$ cat src/rtl/ahb_pkg.sv
// Shared AHB-Lite encodings and master FSM state type.
// Also holds the command alignment rule used when a command is accepted.
package ahb_pkg;

   localparam logic [1:0] HTRANS_IDLE   = 2'b00;
   localparam logic [1:0] HTRANS_NONSEQ = 2'b10;

   localparam logic [2:0] HSIZE_BYTE = 3'b000;
   localparam logic [2:0] HSIZE_HALF = 3'b001;
   localparam logic [2:0] HSIZE_WORD = 3'b010;

   localparam logic [2:0] HBURST_SINGLE = 3'b000;

   localparam logic [1:0] SZ_BYTE = 2'b00;
   localparam logic [1:0] SZ_HALF = 2'b01;
   localparam logic [1:0] SZ_WORD = 2'b10;

   typedef enum logic [1:0] {
      ST_IDLE = 2'b00,
      ST_ADDR = 2'b01,
      ST_DATA = 2'b10,
      ST_RESP = 2'b11
   } state_t;

   // Reserved size or an address not aligned to the size: rejected without bus activity.
   function automatic logic cmd_bad(input logic [1:0] size, input logic [1:0] addr_lo);
      return (size == 2'b11) ||
             (size == SZ_HALF && addr_lo[0]) ||
             (size == SZ_WORD && addr_lo != 2'b00);
   endfunction

endpackage

$ cat src/rtl/ahb_data_align.sv
// Byte-lane steering: write-data replication onto HWDATA and read-lane
// extraction from HRDATA, right-aligned and zero-extended.
module ahb_data_align
   import ahb_pkg::*;
(
   input  logic [1:0]  size,
   input  logic [1:0]  addr_lo,
   input  logic [31:0] wdata,
   input  logic [31:0] rdata_bus,
   output logic [31:0] wdata_lanes,
   output logic [31:0] rdata_ext
);

   always_comb begin
      wdata_lanes = wdata;
      rdata_ext   = rdata_bus;
      case (size)
         SZ_BYTE: begin
            wdata_lanes = {4{wdata[7:0]}};
            rdata_ext   = {24'h0, rdata_bus[{addr_lo, 3'b000} +: 8]};
         end
         SZ_HALF: begin
            wdata_lanes = {2{wdata[15:0]}};
            rdata_ext   = {16'h0, rdata_bus[{addr_lo[1], 4'b0000} +: 16]};
         end
         default: ;
      endcase
   end

endmodule

$ cat src/rtl/ahb_lite_master.sv
// Single-outstanding AHB-Lite master: one command in, one NONSEQ SINGLE
// transfer on the bus, one completion pulse out.
module ahb_lite_master
   import ahb_pkg::*;
#(
   parameter logic [3:0] HPROT_VAL = 4'b0011
) (
   input  logic        HCLK,
   input  logic        HRESETn,
   input  logic        cmd_valid,
   output logic        cmd_ready,
   input  logic        cmd_write,
   input  logic [1:0]  cmd_size,
   input  logic [31:0] cmd_addr,
   input  logic [31:0] cmd_wdata,
   output logic        rsp_valid,
   output logic [31:0] rsp_rdata,
   output logic        rsp_err,
   output logic [31:0] HADDR,
   output logic [1:0]  HTRANS,
   output logic        HWRITE,
   output logic [2:0]  HSIZE,
   output logic [2:0]  HBURST,
   output logic [3:0]  HPROT,
   output logic        HMASTLOCK,
   output logic [31:0] HWDATA,
   input  logic [31:0] HRDATA,
   input  logic        HREADY,
   input  logic        HRESP
);

   state_t      state, nxt;
   logic        wr_q;
   logic [1:0]  size_q;
   logic [31:0] addr_q, wdata_q;
   logic [31:0] wdata_lanes, rdata_ext;
   logic        accept, bad;

   assign accept = cmd_valid && (state == ST_IDLE);
   assign bad    = cmd_bad(cmd_size, cmd_addr[1:0]);

   ahb_data_align u_align (
      .size        (size_q),
      .addr_lo     (addr_q[1:0]),
      .wdata       (wdata_q),
      .rdata_bus   (HRDATA),
      .wdata_lanes (wdata_lanes),
      .rdata_ext   (rdata_ext)
   );

   always_comb begin
      nxt = state;
      case (state)
         ST_IDLE: if (cmd_valid) nxt = bad ? ST_RESP : ST_ADDR;
         ST_ADDR: if (HREADY)    nxt = ST_DATA;
         ST_DATA: if (HREADY)    nxt = ST_RESP;
         ST_RESP:                nxt = ST_IDLE;
         default:                nxt = ST_IDLE;
      endcase
   end

   always_ff @(posedge HCLK or negedge HRESETn) begin
      if (!HRESETn) begin
         state     <= ST_IDLE;
         wr_q      <= 1'b0;
         size_q    <= 2'b00;
         addr_q    <= 32'h0;
         wdata_q   <= 32'h0;
         rsp_rdata <= 32'h0;
         rsp_err   <= 1'b0;
      end else begin
         state <= nxt;
         if (accept) begin
            wr_q    <= cmd_write;
            size_q  <= cmd_size;
            addr_q  <= cmd_addr;
            wdata_q <= cmd_wdata;
            if (bad) begin
               rsp_rdata <= 32'h0;
               rsp_err   <= 1'b1;
            end
         end
         // HRESP with HREADY low is only the first error cycle; wait for HREADY.
         if (state == ST_DATA && HREADY) begin
            rsp_rdata <= (wr_q || HRESP) ? 32'h0 : rdata_ext;
            rsp_err   <= HRESP;
         end
      end
   end

   assign cmd_ready = (state == ST_IDLE);
   assign rsp_valid = (state == ST_RESP);
   assign HTRANS    = (state == ST_ADDR) ? HTRANS_NONSEQ : HTRANS_IDLE;
   assign HADDR     = addr_q;
   assign HWRITE    = wr_q;
   assign HSIZE     = {1'b0, size_q};
   assign HBURST    = HBURST_SINGLE;
   assign HPROT     = HPROT_VAL;
   assign HMASTLOCK = 1'b0;
   assign HWDATA    = (state == ST_DATA && wr_q) ? wdata_lanes : 32'h0;

endmodule

$ cat config.mk
export PLATFORM = sky130hd
export DESIGN_NAME = ahb_lite_master
export DESIGN_NICKNAME = d
export VERILOG_FILES = /design/src/rtl/ahb_pkg.sv /design/src/rtl/ahb_data_align.sv /design/src/rtl/ahb_lite_master.sv
export SDC_FILE = /design/constraint.sdc
export NUM_CORES = 1
export LEC_CHECK = 0
export ABC_CLOCK_PERIOD_IN_PS = 1800
export BUFFER_PORTS_ARGS = -buffer_cell sky130_fd_sc_hd__clkbuf_2
export CORE_ASPECT_RATIO = 1.4
export CORE_MARGIN = 5
export CORE_UTILIZATION = 43
export CTS_CLUSTER_DIAMETER = 50
export DETAILED_ROUTE_END_ITERATION = 10
export PLACE_DENSITY = 0.77
export SLEW_MARGIN = 20
export SYNTH_ARGS = -nofsm -noshare
export SYNTH_HDL_FRONTEND = slang
export SYNTH_SLANG_ARGS = --single-unit
$ cat constraint.sdc
create_clock -name HCLK -period 1.8 [get_ports HCLK]
set_clock_uncertainty 0.05 [all_clocks]
set_input_delay 0.09 -clock HCLK [delete_from_list [all_inputs] [get_ports HCLK]]
set_output_delay 0.09 -clock HCLK [all_outputs]
set_load 0.05 [all_outputs]
==> metrics.md <==
| Metric | Value |
|---|---|
| Synthesized cell area | `~5000 um2` |
| Status | `finished, final reports clean` |
| Crit path launch type | `flip-flop` |
| Area grow syn2layout | `63.88%` |
| TritonRoute pass-1 iters | `5` |
| Setup violations, final | `0` |
| Die W | `100.6 um` |
| Hold Crit Class | `input pin to flip-flop` |
| Chip height | `136.8 um` |
| Critical Path AT | `1.66 ns` |
| Routed vias | `4466` |
| H-tree lvl count | `3` |
| Leak pwr | `roughly 3.9 nW` |
| Initial antenna violation count | `1` |
| Number of clock sinks | `102` |
| Sequential share of power | `about a quarter` |
| Final WL | `16.67 mm` |
| Top-count cell post-synth | `dfrtp_1` |
| Dominant cells by area after synthesis | `dfrtp_1 52%, mux2_2 10%, mux2_1 5.7%, a22o_1 3.9%, mux2i_1 3.4%` |
| Core area | `between 10000 and 15000 um2` |
| Reg2Reg Setup Slack | `0.10 ns` |
| Remaining Overflow, GRT | `0` |
| Port Buffer Count | `just over 200` |
| Peak supply drop | `around 0.001 V` |
| Fraction of registers with async set or reset after synthesis | `100.0%` |
| Internal Power | `8.100 mW` |
| Io pins | `217` |
| WL per Instance | `around 20 um` |
| Distinct cells, synth | `just over 40` |
| Sw Share | `slightly below 50%` |
| Area leader, netlist | `dfrtp_1` |
| CP Max Fanout | `5` |
| Met1 Usage GRT | `25.78%` |
| RD Place Congestion | `0.8476` |
| CTS root buf | `clkbuf_16` |
| DR iter-0 viols | `around 190` |
| DRC | `0` |
| Power Density | `between 1500 and 2000 nW/um2` |
| Longest Clk Path Bufs | `2` |
| First-pass GRT wire length | `about 26 mm` |
| GRT Overall Usage | `24.28%` |
| Worst Path Class, Setup | `flip-flop to primary output` |
| Bufs and invs on worst path | `2` |
| Most used routing layer in global routing | `met2` |
| Tmin final | `approximately 1.8 ns` |
| Crit share post-route | `99.98%` |
| Fmax | `between 0.5 and 0.6 GHz` |
| Synth Flop Type | `dfrtp_1` |
| Slowest cell on crit path | `dfrtp_4` |
| Final max-slew violation count | `0` |
| GRT met2 Usage | `between 40% and 50%` |
| Met3 global-route usage | `~3.9%` |
| Seq/Total Area, Yosys | `51.67%` |
| Unrepaired setup endpoints after global routing | `true` |
| Worst skew pair latency | `around 0.33 ns` |
| Post-route ant nets | `0` |
| Vias per inst | `5.304` |
| Synth Area per Inst | `12.57 um2` |
| Number of global-route vias before repair | `4964` |
| Yosys top cell area share | `51.67%` |
| Hold Vio Cnt, Final | `0` |
| Most frequent CP cell | `buf_12` |
| Logic pwr share | `59.2%` |
| Placed cell area | `approximately 6600 um2` |
| Reg clk slew, reported paths | `0.06 ns` |
| Nets | `between 800 and 900` |
| Crit path max-delay family | `flip-flops` |
| # rows | `46` |
| Design area | `8095 um2` |
| Worst Path Required | `1.66 ns` |
| DP Worst Slack | `0.08714 ns` |
| Critical Path, Cell by Cell | `buf_12 > mux2i_1 > nor2_1 > a21oi_2 > nor2_4 > buf_12` |
| Clock share of power | `between 10% and 20%` |
| Yosys reg bits | `between 100 and 150` |
| Number of synthesized flops with an enable pin | `0` |
| Crit-path max cell delay | `0.50 ns` |
| TritonCTS buffer count | `9` |
| Max cap viols | `0` |
| Die footprint | `13760 um2` |
| Post-synth top cells | `102 x dfrtp_1, 44 x mux2_2, 26 x nor2_1` |
| CP Capture Type | `primary output` |
| Switching pwr | `about 7.6 mW` |
| Initial cell density of the core | `a little over two fifths` |
| Synth Warn # | `0` |
| Pin count of the biggest net entering global routing | `46` |
| DP HPWL | `11.32 mm` |
| Post-Synthesis Cells | `393` |
| Layout cells sized above 1 | `51.08%` |
| CTS tree | `done` |
| Post-layout worst setup margin | `0.0002718 ns` |
| Tot Pwr | `15.74 mW` |
-- per-layer routing --
metal / wire (um) / vias to the layer above
li1: - / 2017
met1: 5651 / 2201
met2: 9533 / 219
met3: 1044 / 29
met4: 444 / 0
met5: 0 / -
-- per-stage QoR --
step           TNS (ns)  hold slack [ns]  cells  util (%)
4_1_cts        -0.08871         0.005584    839     70.96
3_5_place_dp          0          0.03272    730     58.50
3_3_place_gp          0          0.01632    730     58.50
5_1_grt         -0.4789          0.02437    842     71.76
2_1_floorplan         0          -0.2556    401         -
6_report              0          0.01626    842     71.76
-- area by class of cell --
cell class                      count  area (um2)
Inverter                            6       25.02
Fill cell                         769        3186
Clock inverter                      6       116.4
Clock buffer                       10       239.0
Antenna cell                        1       2.502
Timing Repair Buffer              319        2549
Multi-Input combinational cell    254        2426
Tap cell                          144       180.2
Sequential cell                   102        2557
-- final timing paths --
kind | from | to | depth (start not counted)
min in group asynchronous | HRESETn | HADDR[4] | 2
max in group asynchronous | HRESETn | wdata_q[9] | 3
setup / recovery | size_q[0] | HWDATA[24] | 6
setup reg to reg | size_q[1] | rsp_rdata[5] | 7
hold / removal | HRDATA[4] | rsp_rdata[4] | 3
hold reg to reg | rsp_rdata[3] | rsp_rdata[3] | 1
-- flip-flops by register name, summed over array words and instances (netlist names) --
register,count
HADDR,32
HWRITE,1
rsp_err,1
rsp_rdata,32
size_q,2
state,2
wdata_q,32
-- kinds of logic after synthesis --
family	share of synthesized area, %
mux	21.00
flops	51.67
fa+ha+maj	1.266
buf+inv	5.826
compound gates	14.08
other cells	0.1520
simple gates	6.003
-- worst min-delay path: cells and delay by family --
kind | cells | cell delay [ns]
buffers and inverters | 1 | 0.08
AOI/OAI and AO/OA | 2 | 0.18
-- what timing repair did --
action                                  4_1_cts  5_1_grt
endpoints found under the setup margin       32       47
pin swaps                                     0        4
resized for setup                            30       23
hold buffers                                 86        0
hold endpoints to repair                    119        0
setup buffers                                 5        2
cloned                                        2        0
-- layout by cell type (no fill, tap or decap), types with 3 or more instances in the layout --
cell type and n:
o2bb2ai_1 16, conb_1 10, buf_2 3, clkbuf_8 4, a222oi_1 8, o21ai_1 6
mux2_2 44, dlygate4sd3_1 86, mux2_4 6, ha_1 3, nand2_1 8, o21ai_0 3
clkbuf_2 178, buf_4 17, buf_8 5, clkbuf_16 9, nor2_4 17, nor2_1 10
a22oi_1 8, and3_1 8, mux2_1 25, dfrtp_1 100, mux2i_1 15, inv_1 3
buf_12 23, a21oi_4 8, bufinv_16 3, a21oi_2 8, a22o_1 22
-- power by group through the flow --
stage | clock [mW] | combinational [mW] | sequential, mW
after CTS | 2.31 | 9.05 | 4.16
after floorplan | 0 | 4.26 | 6.18
final | 2.25 | 9.32 | 4.17
after detailed placement | 0 | 8.49 | 4.24
after global routing | 2.40 | 9.81 | 4.29
after global placement | 0 | 8.33 | 4.16
(Power assumes the default switching activity.)
